## src/rtl/lsu_mem_unit.sv

```systemverilog
// Load/store unit: accepts one load or store per handshake and runs a
// valid/ready access to data memory. It handles byte/half/word/dword sizing,
// byte enables, sign/zero extension and misalignment errors.
//
// Optional feature macro: LSU_TIMEOUT_EN. When it is defined, a bus-wait
// counter aborts the access with resp_err after TIMEOUT_CYCLES cycles in
// REQ/WAIT. When it is undefined, the unit waits indefinitely.
//
// Ports:
//   clk, rst                  clock and synchronous active-high reset
//   req_valid/req_ready       request handshake; req_ready is high only in IDLE
//   req_we, req_size,         request fields: store flag, size code,
//   req_unsigned, req_addr,   zero-extend flag, byte address and
//   req_wdata                 LSB-justified store data
//   mem_valid/mem_ready       bus request handshake
//   mem_we, mem_addr,         bus write flag, aligned address,
//   mem_be, mem_wdata         byte enables and lane-shifted store data
//   mem_rvalid, mem_rdata     read data return
//   resp_valid, resp_rdata,   one-cycle completion pulse, extended load data
//   resp_err                  and error flag
//   busy                      unit is not idle
module lsu_mem_unit #(
  parameter int unsigned XLEN           = 32,
  parameter int unsigned ADDR_W         = 32,
  parameter int unsigned TIMEOUT_CYCLES = 255
) (
  input  logic                clk,
  input  logic                rst,
  input  logic                req_valid,
  output logic                req_ready,
  input  logic                req_we,
  input  logic [1:0]          req_size,
  input  logic                req_unsigned,
  input  logic [ADDR_W-1:0]   req_addr,
  input  logic [XLEN-1:0]     req_wdata,
  output logic                mem_valid,
  input  logic                mem_ready,
  output logic                mem_we,
  output logic [ADDR_W-1:0]   mem_addr,
  output logic [XLEN/8-1:0]   mem_be,
  output logic [XLEN-1:0]     mem_wdata,
  input  logic                mem_rvalid,
  input  logic [XLEN-1:0]     mem_rdata,
  output logic                resp_valid,
  output logic [XLEN-1:0]     resp_rdata,
  output logic                resp_err,
  output logic                busy
);

  localparam int unsigned NumBytes = XLEN / 8;
  localparam int unsigned OffW     = $clog2(NumBytes);

  typedef enum logic [1:0] {StIdle, StReq, StWait, StResp} state_e;

  state_e              state_q, state_d;
  logic                we_q, we_d;
  logic [1:0]          size_q, size_d;
  logic                unsigned_q, unsigned_d;
  logic [ADDR_W-1:0]   addr_q, addr_d;
  logic [XLEN-1:0]     wdata_q, wdata_d;
  logic [XLEN-1:0]     rdata_q, rdata_d;
  logic                err_q, err_d;

  logic [OffW-1:0]     off;
  logic [NumBytes-1:0] be_base;
  logic [XLEN-1:0]     shifted;
  logic [XLEN-1:0]     load_ext;
  logic                ext_sign;
  logic [2:0]          req_mask;
  logic                req_bad;
  int unsigned         sb;

`ifdef LSU_TIMEOUT_EN
  localparam int unsigned CntRaw = $clog2(TIMEOUT_CYCLES + 1);
  localparam int unsigned CntW   = (CntRaw < 8) ? 8 : ((CntRaw > 32) ? 32 : CntRaw);
  localparam logic [CntW-1:0] Limit = CntW'(TIMEOUT_CYCLES);
  logic [CntW-1:0] cnt_q, cnt_d, cnt_inc;
  assign cnt_inc = cnt_q + 1'b1;
`endif

  assign off = addr_q[OffW-1:0];

  // Dword is only legal when the bus is 64 bits wide.
  assign req_mask = (3'b001 << req_size) - 3'b001;
  assign req_bad  = ((req_size == 2'b11) && (XLEN < 64)) || (|(req_addr[2:0] & req_mask));

  // Byte enables and load extension for the latched size/offset.
  always_comb begin
    sb       = 32'd1 << size_q;
    be_base  = '0;
    ext_sign = 1'b0;
    shifted  = mem_rdata >> {off, 3'b000};
    load_ext = '0;
    for (int unsigned i = 0; i < NumBytes; i++) begin
      be_base[i] = (i < sb);
    end
    for (int unsigned i = 0; i < XLEN; i++) begin
      if (i == 8 * sb - 1) ext_sign = shifted[i] & ~unsigned_q;
    end
    for (int unsigned i = 0; i < XLEN; i++) begin
      load_ext[i] = (i < 8 * sb) ? shifted[i] : ext_sign;
    end
  end

  always_comb begin
    state_d    = state_q;
    we_d       = we_q;
    size_d     = size_q;
    unsigned_d = unsigned_q;
    addr_d     = addr_q;
    wdata_d    = wdata_q;
    rdata_d    = rdata_q;
    err_d      = err_q;
`ifdef LSU_TIMEOUT_EN
    cnt_d      = cnt_q;
`endif
    unique case (state_q)
      StIdle: begin
        if (req_valid) begin
          we_d       = req_we;
          size_d     = req_size;
          unsigned_d = req_unsigned;
          addr_d     = req_addr;
          wdata_d    = req_wdata;
          rdata_d    = '0;
          err_d      = req_bad;
          state_d    = req_bad ? StResp : StReq;
`ifdef LSU_TIMEOUT_EN
          cnt_d      = '0;
`endif
        end
      end
      StReq: begin
        if (mem_ready) begin
          state_d = we_q ? StResp : StWait;
        end
`ifdef LSU_TIMEOUT_EN
        else if (cnt_inc == Limit) begin
          state_d = StResp;
          err_d   = 1'b1;
        end
        cnt_d = cnt_inc;
`endif
      end
      StWait: begin
        if (mem_rvalid) begin
          rdata_d = load_ext;
          state_d = StResp;
        end
`ifdef LSU_TIMEOUT_EN
        else if (cnt_inc == Limit) begin
          state_d = StResp;
          err_d   = 1'b1;
        end
        cnt_d = cnt_inc;
`endif
      end
      StResp:  state_d = StIdle;
      default: state_d = StIdle;
    endcase
  end

  always_ff @(posedge clk) begin
    if (rst) begin
      state_q    <= StIdle;
      we_q       <= 1'b0;
      size_q     <= 2'b00;
      unsigned_q <= 1'b0;
      addr_q     <= '0;
      wdata_q    <= '0;
      rdata_q    <= '0;
      err_q      <= 1'b0;
`ifdef LSU_TIMEOUT_EN
      cnt_q      <= '0;
`endif
    end else begin
      state_q    <= state_d;
      we_q       <= we_d;
      size_q     <= size_d;
      unsigned_q <= unsigned_d;
      addr_q     <= addr_d;
      wdata_q    <= wdata_d;
      rdata_q    <= rdata_d;
      err_q      <= err_d;
`ifdef LSU_TIMEOUT_EN
      cnt_q      <= cnt_d;
`endif
    end
  end

  // Bus and response outputs are gated by state so they read 0 outside use.
  always_comb begin
    req_ready  = (state_q == StIdle);
    busy       = (state_q != StIdle);
    mem_valid  = (state_q == StReq);
    mem_we     = mem_valid & we_q;
    mem_addr   = mem_valid ? {addr_q[ADDR_W-1:OffW], {OffW{1'b0}}} : '0;
    mem_be     = mem_valid ? (be_base << off) : '0;
    mem_wdata  = mem_valid ? (wdata_q << {off, 3'b000}) : '0;
    resp_valid = (state_q == StResp);
    resp_rdata = resp_valid ? rdata_q : '0;
    resp_err   = resp_valid & err_q;
  end

endmodule

```

## config.mk

```make
export PLATFORM = sky130hd
export DESIGN_NAME = lsu_mem_unit
export DESIGN_NICKNAME = d
export VERILOG_FILES = /design/src/rtl/lsu_mem_unit.sv
export SDC_FILE = /design/constraint.sdc
export NUM_CORES = 1
export LEC_CHECK = 0
export ABC_AREA = 0
export CORE_ASPECT_RATIO = 2
export CORE_MARGIN = 5
export CORE_UTILIZATION = 49
export CTS_CLUSTER_DIAMETER = 50
export DETAILED_ROUTE_END_ITERATION = 10
export DONT_BUFFER_PORTS = 1
export PLACE_DENSITY = 0.75
export SYNTH_ARGS = -nofsm -noshare
export SYNTH_HDL_FRONTEND = slang
export SYNTH_SLANG_ARGS = --single-unit
```

## constraint.sdc

```tcl
create_clock -name clk -period 3.1 [get_ports clk]
set_clock_uncertainty 0.2 [all_clocks]
set_input_delay 0.93 -clock clk [delete_from_list [all_inputs] [get_ports clk]]
set_output_delay 0.93 -clock clk [all_outputs]
set_load 0.02 [all_outputs]
```

==> Implementation_results.wiki, run 1 <==
{| class="wikitable"
! Metric !! Value
|-
| Run status || completed
|-
| Residual overflow from global routing || 0
|-
| IO Port Bufs || 0
|-
| Startpoint type of the worst setup path || register
|-
| Maximum number of pins on one net before global-route repair || 98
|-
| First-pass GRT wire length || 24000 um
|-
| Multi-input logic area || 3040 um2
|-
| DR iter-0 viols || 208
|-
| Cell with the most instances after synthesis || sky130_fd_sc_hd__nand2_1
|-
| Number of instances in the synthesized netlist || 660
|-
| Time the worst path needs with I/O delays and setup || 2.94 ns
|-
| Count of clock tree sinks || 103
|-
| Clock transition at the registers of the reported paths || 0.07 ns
|-
| Core Box Area || 10800 um2
|-
| Sequential-to-total area share from yosys stat || 38.4%
|-
| Leakage power figure || 2.19 nW
|-
| Initial antenna violation count || 0
|-
| Fraction of final layout cells sized beyond drive strength 1 || 12.6%
|-
| Number of top-level pins || 211
|-
| Setup Slack @ Placement || 0.475 ns
|-
| Cell Count, Final, Fillers Out || 783
|-
| Total Nets Final || 747
|-
| Area growth, synth to finish || 7.38%
|-
| Initial core utilization || 49.7%
|-
| Register bit total from synthesis || 103
|-
| Drt via density || 5.79
|-
| Die boundary width || 84.1 um
|-
| Largest fanout of any net on the critical path || 38
|-
| Clock tree buffer depth || 2
|-
| Power per cell area || 750 nW/um2
|-
| Syn Area/Cell || 8.15 um2
|-
| HP Class || register to register
|-
| Clock root buffer || sky130_fd_sc_hd__clkbuf_16
|-
| Synth area leader || sky130_fd_sc_hd__dfxtp_1
|-
| Synthesis Warnings || 0
|-
| Die area || 13300 um2
|-
| Die H || 158 um
|-
| Data arrival at the endpoint of the critical path || 1.81 ns
|-
| Slew headroom || 52.8%
|-
| Num CTS Buffers || 9
|-
| Critical Setup Path Class || register to output pin
|-
| Average routed wire per standard cell || 19.9 um
|-
| Std cell rows || 54
|-
| H-tree depth reported by CTS || 3
|-
| Slowest CP cell || sky130_fd_sc_hd__dfxtp_4
|-
| Number of distinct library cells after synthesis || 42
|-
| Max Fclk || 0.341 GHz
|-
| Leading post-synthesis cells by instance count || sky130_fd_sc_hd__nand2_1 (158), sky130_fd_sc_hd__dfxtp_1 (103), sky130_fd_sc_hd__and2_1 (81)
|-
| Final setup fails || 0
|-
| Via count || 4531
|-
| Post-placement cell count || 767
|-
| Proportion of synthesized flip-flops having asynchronous set or reset || 0%
|-
| Hold Violations, Final || 0
|-
| Number of antenna repair diodes || 0
|-
| Overall fraction of global-route tracks in use || 22.8%
|-
| 1st-pass router iterations || 4
|-
| Cell Area, Synth || 5380 um2
|-
| Clock latency on the worst-skew pair || 0.34 ns
|-
| Final Max Tran Viols || 0
|-
| Via count of the first global-routing pass || 4579
|-
| Number of remaining DRC errors || 0
|-
| Worst ir drop on vdd || 399 uV
|-
| Total detailed-routing wirelength || 15600 um
|-
| Final weighted congestion in routability-driven placement || 0.921
|-
| Category of the worst setup path capture point || output pin
|-
| Unrepaired setup endpoints after global routing || false
|-
| Final worst path period share || 94.7%
|-
| Synth top area share || 38.4%
|-
| Worst Tran Pin Value || 0.706 ns
|-
| Number of synthesized flops with an enable pin || 0
|-
| Max-cap violations || 0
|-
| Setup tns final || 0 ns
|-
| Main synth FF type || sky130_fd_sc_hd__dfxtp_1
|-
| Quantity of hold-fixing buffers added after cts || 0
|-
| List of cells traversed by the critical path || buf_4 -> a21oi_1 -> nor2_1 -> o21a_1
|-
| Final ANT Viol Nets || 0
|-
| Required time of the critical path || 1.97 ns
|-
| Layout filler cell count || 1023
|-
| Storage element area || 2070 um2
|-
| Clock tree from TritonCTS || done
|-
| Cell types with the largest area share after synthesis || sky130_fd_sc_hd__dfxtp_1 (38%), sky130_fd_sc_hd__nand2_1 (11%), sky130_fd_sc_hd__and2_1 (9.4%)
|-
| Post-route worst setup slack || 0.164 ns
|-
| DPL Wire Length || 11700 um
|-
| Overall power || 4.33 mW
|-
| Largest stage delay, worst path || 0.69 ns
|}
[worst paths after layout]
check             slack [ns]  cells after the start                  endpoint                   start
setup / recovery        0.16                      4                 mem_be[2]  addr_q[0]$_SDFFE_PP0P_
hold reg to reg         0.25                      2    addr_q[2]$_SDFFE_PP0P_  addr_q[2]$_SDFFE_PP0P_
hold / removal          0.25                      2    addr_q[2]$_SDFFE_PP0P_  addr_q[2]$_SDFFE_PP0P_
setup reg to reg        0.44                      5  rdata_q[19]$_SDFFE_PP0P_  addr_q[0]$_SDFFE_PP0P_
[final cells by class]
class	instances	area share [%]
multi-input cells	496	52.6
clock inverters	7	0.997
inverters	4	0.325
clock buffers	9	3.90
flip-flops and latches	103	35.8
repair buffers	24	3.34
well taps	140	3.03
[critical path, delay by kind of cell (launching register included)]
kind,cells,cell delay (ns)
AND/OR/NAND/NOR,1,0.09
buffers and inverters,1,0.34
flip-flops,1,0.69
AO/OA/AOI/OAI,2,0.35
[routing by layer]
metal	vias up	share of wire [%]	global-route usage (%)
met5	-	0	0
met3	46	7.5	6.61
met1	2099	34	22.5
li1	2195	-	-
met4	0	5.5	14.8
met2	191	53	41.1
[flip-flops by register name, indices dropped and copies added (netlist names)]
register	flops
rdata_q	32
we_q	1
unsigned_q	1
state_q	2
err_q	1
addr_q	32
wdata_q	32
size_q	2
[logic make-up after synthesis]
logic type | after synthesis | synth area share (%)
simple gates | 276 | 24.2
compound gates | 162 | 18.9
flops | 103 | 38.4
buf+inv | 62 | 5.40
mux | 52 | 12.2
fa+ha+maj | 4 | 0.931
other cells | 1 | 0.0697
[cell usage in the layout, fill, tap and decap left out, types with 2 or more instances in the layout]
cell	n
sky130_fd_sc_hd__o211a_1	8
sky130_fd_sc_hd__clkinvlp_4	3
sky130_fd_sc_hd__nor2_1	22
sky130_fd_sc_hd__o22ai_1	8
sky130_fd_sc_hd__nor3_1	3
sky130_fd_sc_hd__mux2_4	2
sky130_fd_sc_hd__clkinv_4	2
sky130_fd_sc_hd__mux2_2	16
sky130_fd_sc_hd__o21ai_0	15
sky130_fd_sc_hd__a22o_1	8
sky130_fd_sc_hd__clkbuf_16	9
sky130_fd_sc_hd__inv_1	3
sky130_fd_sc_hd__nor2b_1	6
sky130_fd_sc_hd__conb_1	2
sky130_fd_sc_hd__nand2_1	157
sky130_fd_sc_hd__o21a_1	4
sky130_fd_sc_hd__buf_4	23
sky130_fd_sc_hd__ha_1	3
sky130_fd_sc_hd__o21ai_1	4
sky130_fd_sc_hd__mux2i_1	26
sky130_fd_sc_hd__mux4_2	6
sky130_fd_sc_hd__dfxtp_1	101
sky130_fd_sc_hd__and2_1	80
sky130_fd_sc_hd__mux4_1	2
sky130_fd_sc_hd__a21oi_1	79
sky130_fd_sc_hd__o21ai_2	6
sky130_fd_sc_hd__a22oi_1	16
sky130_fd_sc_hd__a32oi_1	8
[stage by stage]
step                hold slack [ns]  utilization, %  cell area, um2
floorplan                     0.227               -            5380
global placement              0.232            50.7            5480
detailed placement            0.237            50.7            5480
CTS                           0.247            53.3            5770
global route                  0.265            53.4            5770
finish                        0.246            53.4            5770
[what timing repair did]
item                                    4_1_cts  5_1_grt
endpoints found under the setup margin        0        8
hold endpoints to repair                      0        0
resized for setup                             0        2
buffers inserted                              0        0
[power by group]
group / internal [mW] / leakage, nW / switching, mW
registers: 1.54 / 0.841 / 0.172
logic: 0.529 / 1.21 / 1.02
clock network: 0.555 / 0.134 / 0.517
No activity file was read; power rests on OpenSTA's default activity.
==> run 2: changes to the inputs <==
- REMOVE_ABC_BUFFERS: unset -> 1
==> Implementation_results.wiki, run 2 (synthesis results as in run 1) <==
{| class="wikitable"
! Metric !! Value
|-
| Die H || 158 um (unchanged)
|-
| Clock latency on the worst-skew pair || 0.34 ns (about the same)
|-
| Registers with the most flip-flops || addr_q x32, rdata_q x32, wdata_q x32
|-
| DR iter-0 viols || 218 (+4.8%)
|-
| Power per cell area || 754 nW/um2 (+0.57%)
|-
| Std cell rows || 54 (unchanged)
|-
| Residual overflow from global routing || 0 (unchanged)
|-
| Commonest non-fill, non-tap cells in the layout || sky130_fd_sc_hd__nand2_1 (157), sky130_fd_sc_hd__dfxtp_1 (101), sky130_fd_sc_hd__and2_1 (80)
|-
| Setup Buffers After CTS || 0 (unchanged)
|-
| Beginning of the worst hold path || rdata_q[7]$_SDFFE_PP0P_
|-
| Post-cts gate resize count || 0 (unchanged)
|-
| Clock transition at the registers of the reported paths || 0.07 ns (about the same)
|-
| Max-cap violations || 0 (unchanged)
|-
| Final worst path period share || 93.5% (-1.3 points)
|-
| Die boundary width || 84.1 um (unchanged)
|-
| Via count of the first global-routing pass || 4609 (+0.66%)
|-
| Via count || 4542 (+0.24%)
|-
| Worst ir drop on vdd || 388 uV (-2.9%)
|-
| Time the worst path needs with I/O delays and setup || 2.90 ns (-0.0389 ns)
|-
| Fraction of final layout cells sized beyond drive strength 1 || 12.3% (-0.33 points)
|-
| First-pass GRT wire length || 23000 um (-4.1%)
|-
| Slew headroom || 38.6% (-14 points)
|-
| Core Box Area || 10800 um2 (unchanged)
|-
| Count of clock tree sinks || 103 (unchanged)
|-
| Run status || completed
|-
| Category of the worst setup path capture point || output pin
|-
| Final weighted congestion in routability-driven placement || 0.872 (-5.3%)
|-
| Number of remaining DRC errors || 0 (unchanged)
|-
| Routed met3 length || 1110 um (-4.6%)
|-
| Initial core utilization || 49.7% (unchanged)
|-
| Critical register-to-register path startpoint || state_q[0]$_SDFFE_PP0P_
|-
| Instance area at placement || 5510 um2 (+0.50%)
|-
| Number of top-level pins || 211 (unchanged)
|-
| Post-route worst setup slack || 0.203 ns (+0.0389 ns)
|-
| Cell area after layout || 5800 um2 (+0.54%)
|-
| H-tree depth reported by CTS || 3 (unchanged)
|-
| Leading cell type in the layout, fill and taps excluded || sky130_fd_sc_hd__nand2_1
|-
| Clock tree buffer depth || 2 (unchanged)
|-
| Unrepaired setup endpoints after global routing || false
|-
| Final core utilization || 53.7% (+0.29 points)
|-
| Uppermost layer routed || met4
|-
| Setup Slack @ Placement || 0.373 ns (-0.102 ns)
|-
| Drt via density || 5.79 (+0.11%)
|-
| IO Port Bufs || 0 (unchanged)
|-
| Clock tree from TritonCTS || done
|-
| Total detailed-routing wirelength || 14800 um (-4.8%)
|-
| Maximum number of pins on one net before global-route repair || 98 (unchanged)
|-
| Hold slack final || 0.249 ns (+0.00222 ns)
|-
| 1st-pass router iterations || 4 (unchanged)
|-
| Required time of the critical path || 1.97 ns (about the same)
|-
| DPL Wire Length || 10900 um (-6.3%)
|-
| Wire length on met1 || 5290 um (+0.90%)
|-
| Critical Setup Path Class || register to output pin
|-
| Final Max Tran Viols || 0 (unchanged)
|-
| Setup tns final || 0 ns (unchanged)
|-
| Final ANT Viol Nets || 0 (unchanged)
|-
| Largest fanout of any net on the critical path || 33 (-13%)
|-
| Initial antenna violation count || 0 (unchanged)
|-
| Number of antenna repair diodes || 0 (unchanged)
|-
| Average routed wire per standard cell || 18.9 um (-4.9%)
|-
| Startpoint type of the worst setup path || register
|-
| Clock root buffer || sky130_fd_sc_hd__clkbuf_16
|-
| HP Class || register to register
|-
| Detail Route met2 WL || 7770 um (-6.4%)
|-
| Final setup fails || 0 (unchanged)
|-
| Die area || 13300 um2 (unchanged)
|-
| Timing startpoint of the critical path || addr_q[0]$_SDFFE_PP0P_
|-
| Num CTS Buffers || 9 (unchanged)
|-
| Overall fraction of global-route tracks in use || 21.4% (-1.4 points)
|-
| Quantity of hold-fixing buffers added after cts || 0 (unchanged)
|-
| Layout filler cell count || 1048 (+2.4%)
|-
| Worst Tran Pin Value || 0.917 ns (+0.211 ns)
|-
| Hold Violations, Final || 0 (unchanged)
|-
| Leakage power figure || 2.21 nW (+0.95%)
|-
| Data arrival at the endpoint of the critical path || 1.77 ns (-0.04 ns)
|-
| Total Nets Final || 749 (+0.27%)
|-
| Max Fclk || 0.345 GHz (+1.3%)
|-
| Area growth, synth to finish || 7.96%
|}
[run 2: report_power, final]
group	total (mW)	internal [mW]	leakage, nW	switching [mW]
registers	1.69	1.54	0.841	0.151
logic	1.59	0.546	1.23	1.05
clock network	1.10	0.616	0.140	0.483
[run 2: stage by stage]
stage,std cells,power (mW)
3_5_place_dp,769,3.32
3_3_place_gp,769,3.26
2_1_floorplan,603,2.82
4_1_cts,784,4.43
5_1_grt,784,4.68
6_report,784,4.38
[run 2: worst paths after layout]
kind	depth (start not counted)	slack [ns]	to
worst max-delay path	4	0.20	mem_be[1]
worst min-delay path	2	0.25	rdata_q[7]$_SDFFE_PP0P_
worst max register to register	6	0.30	rdata_q[8]$_SDFFE_PP0P_
worst min register to register	2	0.25	rdata_q[7]$_SDFFE_PP0P_
[run 2: final cells by class]
class	count	area, um2	share of cell area [%]
flip-flops and latches	103	2070	35.6
well taps	140	175	3.02
clock buffers	12	268	4.61
multi-input cells	496	3030	52.3
inverters	4	15.0	0.259
clock inverters	3	25.0	0.431
repair buffers	26	220	3.79
[run 2: per-layer routing]
| layer | vias to the layer above | global-route usage (%) |
|---|---|---|
| li1 | 2196 | - |
| met5 | - | 0 |
| met4 | 0 | 11.9 |
| met3 | 43 | 5.78 |
| met2 | 197 | 38.3 |
| met1 | 2106 | 22.5 |
[run 2: critical path, cell delays in order, from the launching register on]
cell and delay [ns]:
sky130_fd_sc_hd__dfxtp_4 0.47, sky130_fd_sc_hd__buf_12 0.25, sky130_fd_sc_hd__clkinv_1 0.30, sky130_fd_sc_hd__a21oi_1 0.23, sky130_fd_sc_hd__buf_4 0.16
